[src/rtl/hilo_divu_ctrl_pkg.sv]
// Shared definitions for the HI/LO divide sequencer: funct codes common with
// the EX result select and ALU control, and the sequencer FSM state encoding.
package hilo_divu_ctrl_pkg;

    localparam int unsigned FUNCT_W = 6;

    localparam logic [FUNCT_W-1:0] DIVU = 6'b011011;
    localparam logic [FUNCT_W-1:0] MFHI = 6'b010000;
    localparam logic [FUNCT_W-1:0] MFLO = 6'b010010;

    typedef enum logic [1:0] {
        ST_IDLE = 2'd0,
        ST_RUN  = 2'd1,
        ST_DONE = 2'd2
    } state_e;

    // True for every funct that depends on (or produces) HI/LO.
    function automatic logic is_hilo_op(input logic [FUNCT_W-1:0] funct);
        return (funct == DIVU) || (funct == MFHI) || (funct == MFLO);
    endfunction

endpackage

[src/rtl/divu_step.sv]
// One iteration of restoring shift-subtract unsigned division.
// Ports:
//   r_i  partial remainder (WIDTH+1 bits)   q_i  quotient/dividend shift register
//   d_i  divisor                            r_o/q_o  values after this iteration
module divu_step #(
    parameter int unsigned WIDTH = 32
) (
    input  logic [WIDTH:0]   r_i,
    input  logic [WIDTH-1:0] q_i,
    input  logic [WIDTH-1:0] d_i,
    output logic [WIDTH:0]   r_o,
    output logic [WIDTH-1:0] q_o
);

    logic [WIDTH:0] shifted_c;
    logic [WIDTH:0] trial_c;

    // The remainder stays below the divisor, so its top bit is always zero.
    logic unused_r_msb;
    assign unused_r_msb = r_i[WIDTH];

    assign shifted_c = {r_i[WIDTH-1:0], q_i[WIDTH-1]};
    assign trial_c   = shifted_c - {1'b0, d_i};

    // Keep the subtraction only when it did not borrow.
    always_comb begin
        r_o = shifted_c;
        q_o = {q_i[WIDTH-2:0], 1'b0};
        if (!trial_c[WIDTH]) begin
            r_o = trial_c;
            q_o = {q_i[WIDTH-2:0], 1'b1};
        end
    end

endmodule

[src/rtl/hilo_divu_ctrl.sv]
// EX-stage unsigned divide sequencer and HI/LO register owner.
// A DIVU accepted from IDLE or DONE runs WIDTH shift-subtract iterations, one
// per cycle; the last iteration writes LO (quotient) and HI (remainder).
// Ports:
//   clk, reset        rising-edge clock, synchronous active-high reset
//   issue, Signal     EX instruction valid and its funct field
//   dataA, dataB      dividend / divisor, sampled only on the accept edge
//   stall             combinational hold of IF/ID/EX while a HI/LO op waits
//   busy, done        RUN indicator, one-cycle fresh-result pulse
//   hi_out, lo_out    HI (remainder) and LO (quotient) registers
module hilo_divu_ctrl
    import hilo_divu_ctrl_pkg::*;
#(
    parameter int unsigned WIDTH = 32
) (
    input  logic             clk,
    input  logic             reset,
    input  logic             issue,
    input  logic [5:0]       Signal,
    input  logic [WIDTH-1:0] dataA,
    input  logic [WIDTH-1:0] dataB,
    output logic             stall,
    output logic             busy,
    output logic             done,
    output logic [WIDTH-1:0] hi_out,
    output logic [WIDTH-1:0] lo_out
);

    localparam int unsigned CNT_W = (WIDTH > 1) ? $clog2(WIDTH) : 1;
    localparam logic [CNT_W-1:0] CNT_LAST = CNT_W'(WIDTH - 1);

    state_e           state_q, state_d;
    logic [CNT_W-1:0] cnt_q, cnt_d;
    logic [WIDTH-1:0] q_q, q_d;
    logic [WIDTH:0]   r_q, r_d;
    logic [WIDTH-1:0] d_q, d_d;
    logic [WIDTH-1:0] hi_q, hi_d;
    logic [WIDTH-1:0] lo_q, lo_d;

    logic [WIDTH:0]   r_step_c;
    logic [WIDTH-1:0] q_step_c;
    logic             accept_c;

    divu_step #(
        .WIDTH (WIDTH)
    ) u_divu_step (
        .r_i (r_q),
        .q_i (q_q),
        .d_i (d_q),
        .r_o (r_step_c),
        .q_o (q_step_c)
    );

    // A new divide may start whenever no divide is in flight.
    assign accept_c = issue && (Signal == DIVU) && (state_q != ST_RUN);

    // Next-state, datapath and HI/LO update.
    always_comb begin
        state_d = state_q;
        cnt_d   = cnt_q;
        q_d     = q_q;
        r_d     = r_q;
        d_d     = d_q;
        hi_d    = hi_q;
        lo_d    = lo_q;

        unique case (state_q)
            ST_IDLE, ST_DONE: begin
                state_d = ST_IDLE;
                if (accept_c) begin
                    q_d     = dataA;
                    r_d     = '0;
                    d_d     = dataB;
                    cnt_d   = '0;
                    state_d = ST_RUN;
                end
            end
            ST_RUN: begin
                q_d   = q_step_c;
                r_d   = r_step_c;
                cnt_d = CNT_W'(cnt_q + 1'b1);
                // Result commits on the same edge as the final iteration.
                if (cnt_q == CNT_LAST) begin
                    lo_d    = q_step_c;
                    hi_d    = r_step_c[WIDTH-1:0];
                    state_d = ST_DONE;
                end
            end
            default: begin
                state_d = ST_IDLE;
            end
        endcase
    end

    // State and datapath registers.
    always_ff @(posedge clk) begin
        if (reset) begin
            state_q <= ST_IDLE;
            cnt_q   <= '0;
            q_q     <= '0;
            r_q     <= '0;
            d_q     <= '0;
            hi_q    <= '0;
            lo_q    <= '0;
        end else begin
            state_q <= state_d;
            cnt_q   <= cnt_d;
            q_q     <= q_d;
            r_q     <= r_d;
            d_q     <= d_d;
            hi_q    <= hi_d;
            lo_q    <= lo_d;
        end
    end

    // Only HI/LO consumers and a second DIVU must wait for the running divide.
    assign stall  = issue && (state_q == ST_RUN) && is_hilo_op(Signal);
    assign busy   = (state_q == ST_RUN);
    assign done   = (state_q == ST_DONE);
    assign hi_out = hi_q;
    assign lo_out = lo_q;

endmodule

[config.mk]
export PLATFORM = sky130hd
export DESIGN_NAME = hilo_divu_ctrl
export DESIGN_NICKNAME = d
export VERILOG_FILES = /design/src/rtl/hilo_divu_ctrl_pkg.sv /design/src/rtl/divu_step.sv /design/src/rtl/hilo_divu_ctrl.sv
export SDC_FILE = /design/constraint.sdc
export NUM_CORES = 1
export LEC_CHECK = 0
export BUFFER_PORTS_ARGS = -buffer_cell sky130_fd_sc_hd__buf_2
export CAP_MARGIN = 30
export CORE_ASPECT_RATIO = 0.75
export CORE_UTILIZATION = 55
export DETAILED_ROUTE_END_ITERATION = 10
export PLACE_DENSITY = 0.84
export SLEW_MARGIN = 20
export SYNTH_ARGS = -nofsm -noshare
export SYNTH_HDL_FRONTEND = slang
export SYNTH_SLANG_ARGS = --single-unit
[constraint.sdc]
create_clock -name clk -period 7.5 [get_ports clk]
set_input_delay 1.125 -clock clk [delete_from_list [all_inputs] [get_ports clk]]
set_output_delay 1.125 -clock clk [all_outputs]
set_load 0.05 [all_outputs]
==> impl_metrics.env <==
export IMPL_status="complete, no violations"
export IMPL_cap_viol_max_count=0
export IMPL_top_level_ports=140
export IMPL_root_buffer="clkbuf_16"
export IMPL_hold_path_class="flop to flop"
export IMPL_fin_setup_tns_ns=0
export IMPL_grt_pass1_wl_um=33040
export IMPL_total_power_mw=1.859
export IMPL_synthesis_nets=1152
export IMPL_clk_pin_slew_ns=0.07
export IMPL_yosysSeqAreaShare_pct=41.13
export IMPL_slew_violations=0
export IMPL_numCtsBuffers=17
export IMPL_p_per_area_nw_per_um2=196.0
export IMPL_rows=38
export IMPL_antenna_left=0
export IMPL_max_slew_margin_pct=36.29
export IMPL_cts_sinks=167
export IMPL_grt_max_degree=93
export IMPL_cts_resized=0
export IMPL_post_drt_via_cell_ratio=5.504
export IMPL_async_reset_ff_share_pct=0
export IMPL_clk_latency_ns=0.42
export IMPL_core_um2=14450
export IMPL_cts_tree="done"
export IMPL_synth_edf_count=0
export IMPL_hold_viol_final=0
export IMPL_setup_viol=0
export IMPL_utilization_pct=65.63
export IMPL_yosys_cell_types_count=63
export IMPL_antenna_found_initial=0
export IMPL_critPathRequiredTime_ns=7.84
export IMPL_die_w_um=142.4
export IMPL_port_buffers=139
export IMPL_htree_levels=4
export IMPL_grt_usage_pct=26.94
export IMPL_tightest_slew_ns=0.9556
export IMPL_synthToLayoutAreaGrowth_pct=16.70
export IMPL_vias=7486
export IMPL_finalClockSkew_ns=0.008367
export IMPL_start_util_pct=56.23
export IMPL_nNetsFinal=1255
export IMPL_clockBufferDepth=2
export IMPL_finalCritPeriodShare_pct=48.12
export IMPL_max_freq_mhz=277.1
export IMPL_cts_setup_buffers=0
export IMPL_wl_um=20030
export IMPL_drt_initial_drc_count=528
export IMPL_ys_flop_type="dfxtp_1"
export IMPL_grt_pass1_vias=6963
export IMPL_fin_hold_ws_ns=0.4513
export IMPL_synth_avg_cell_area_um2=7.785
export IMPL_hold_buffers=0
export IMPL_arrival_ns=3.95
export IMPL_multiInputGateArea_um2=4384
export IMPL_seqCellArea_um2=3343
export IMPL_final_common_cell="nand2_1"
export IMPL_route_detailed_drc=0
export IMPL_fin_crit_ns=3.609
export IMPL_critPathCaptureType="flop"
export IMPL_crit_fanout=35
export IMPL_dp_hpwl_um=13150
export IMPL_dieArea_um2=15270
export IMPL_first_pass_iters=6
export IMPL_wire_per_inst_um=14.73
export IMPL_synth_seq_cells=167
export IMPL_num_antenna_cells=0
export IMPL_place_gp_congestion=0.9608
export IMPL_syn_cell_area_um2=8128
export IMPL_path_class="flop to flop"
export IMPL_grt_ovfl_total=0
export IMPL_p_leak_nw=4.101
export IMPL_yosysWarnings=0
export IMPL_synthCells=1044
export IMPL_worst_setup_path_start_kind="flop"
export IMPL_peakVddDrop_mv=0.1703
export IMPL_num_fill_cells=1255
export IMPL_layout_drive_gt1_share_pct=17.16
export IMPL_fp_dieH_um=107.3
export IMPL_final_cell_mix="194 x nand2_1, 167 x dfxtp_1, 145 x nor2_1, 138 x buf_2, 108 x a21oi_1"
export IMPL_rsz0062_at_grt="no"
-- final timing paths --
| kind | from | endpoint | slack (ns) | depth (start not counted) |
|---|---|---|---|---|
| max | d_q[9]$_SDFFE_PP0P_ | hi_out[16]$_SDFFE_PP0P_ | 3.89 | 12 |
| min | lo_out[30]$_SDFFE_PP0P_ | lo_out[30]$_SDFFE_PP0P_ | 0.45 | 2 |
| max reg2reg | d_q[9]$_SDFFE_PP0P_ | hi_out[16]$_SDFFE_PP0P_ | 3.89 | 12 |
| min reg2reg | lo_out[30]$_SDFFE_PP0P_ | lo_out[30]$_SDFFE_PP0P_ | 0.45 | 2 |
-- power breakdown --
part	leakage, nW	switching, mW	total [mW]	internal (mW)
clock	0.265	0.379	0.842	0.463
combinational	2.49	0.0753	0.124	0.0487
sequential	1.35	0.00278	0.893	0.890
-- synthesized netlist by cell type (all sizes together), types with 3 or more instances --
library cell  number  area share [%]
nand2b             7            0.54
a31oi              6            0.46
a211oi            26             2.5
and3               3            0.23
clkbuf            57             2.6
o21bai             3            0.28
a21oi            108             6.7
nand4              6            0.46
nand2            195             9.0
inv               40             1.8
xor2              12             1.3
ha                34             5.2
or3                3            0.23
nor3              12            0.74
xnor2             17             1.8
nor4              35             2.8
nor2b              3            0.23
nand3              8            0.49
nor3b              6            0.55
nor2             146             6.8
nor4b              4            0.51
mux2i             28             3.4
buf                7            0.65
o21a               6            0.55
o211ai             5            0.46
o21ai             56             3.5
a211o              4            0.45
or2                3            0.23
a21o              10            0.92
dfxtp            167              41
-- layout make-up --
cell class                 instances  share of cell area (%)
clock buffer                      17                   4.485
sequential                       167                   35.25
clock inverter                    15                   1.543
timing repair buffer             148                   8.284
tap                              200                   2.638
inverter                          40                   1.583
multi-input combinational        773                   46.22
-- stage by stage --
step                cells  cell area, um^2  worst slack [ns]
global placement     1326             8876             3.813
detailed placement   1326             8879             3.691
CTS                  1358             9450             3.911
global route         1360             9485             3.592
floorplan            1044             8128             3.971
finish               1360             9485             3.891
-- kinds of logic (layout without fill, tap and decap cells) --
kind of cell	Yosys count	count (layout)	share of synthesized area, %
mux	29	29	3.633
buf+inv	104	220	5.126
fa+ha+maj	35	35	5.480
flops	167	167	41.13
xor+xnor	29	29	3.125
compound gates	244	244	18.07
simple gates	436	436	23.43
-- per-layer routing --
layer / vias to the layer above / part of all wire, % / GRT usage (%)
met2: 238 / 45 / 43.56
met4: 0 / 1.2 / 6.912
met3: 20 / 6.6 / 5.338
li1: 3794 / - / -
met1: 3434 / 47 / 36.73
met5: - / 0 / 0
-- worst max-delay path: stages (launching register included) --
cell and delay [ns]:
dfxtp_1 0.33, inv_1 0.04, ha_1 0.40, nand2_1 0.18, or4_1 0.49, a311oi_1 0.22, a211o_2 0.22, o21ai_2 0.10
o41ai_4 0.56, nor2_4 0.08, buf_4 0.35, mux2_4 0.38, a211oi_2 0.17
-- flip-flops by register name, indices dropped and copies added, names as in the netlist --
| name | flops |
|---|---|
| lo_out | 32 |
| d_q | 32 |
| r_q | 32 |
| cnt_q | 5 |
| hi_out | 32 |
| state_q | 2 |
| q_q | 32 |
No activity file was read; power rests on OpenSTA's default activity.
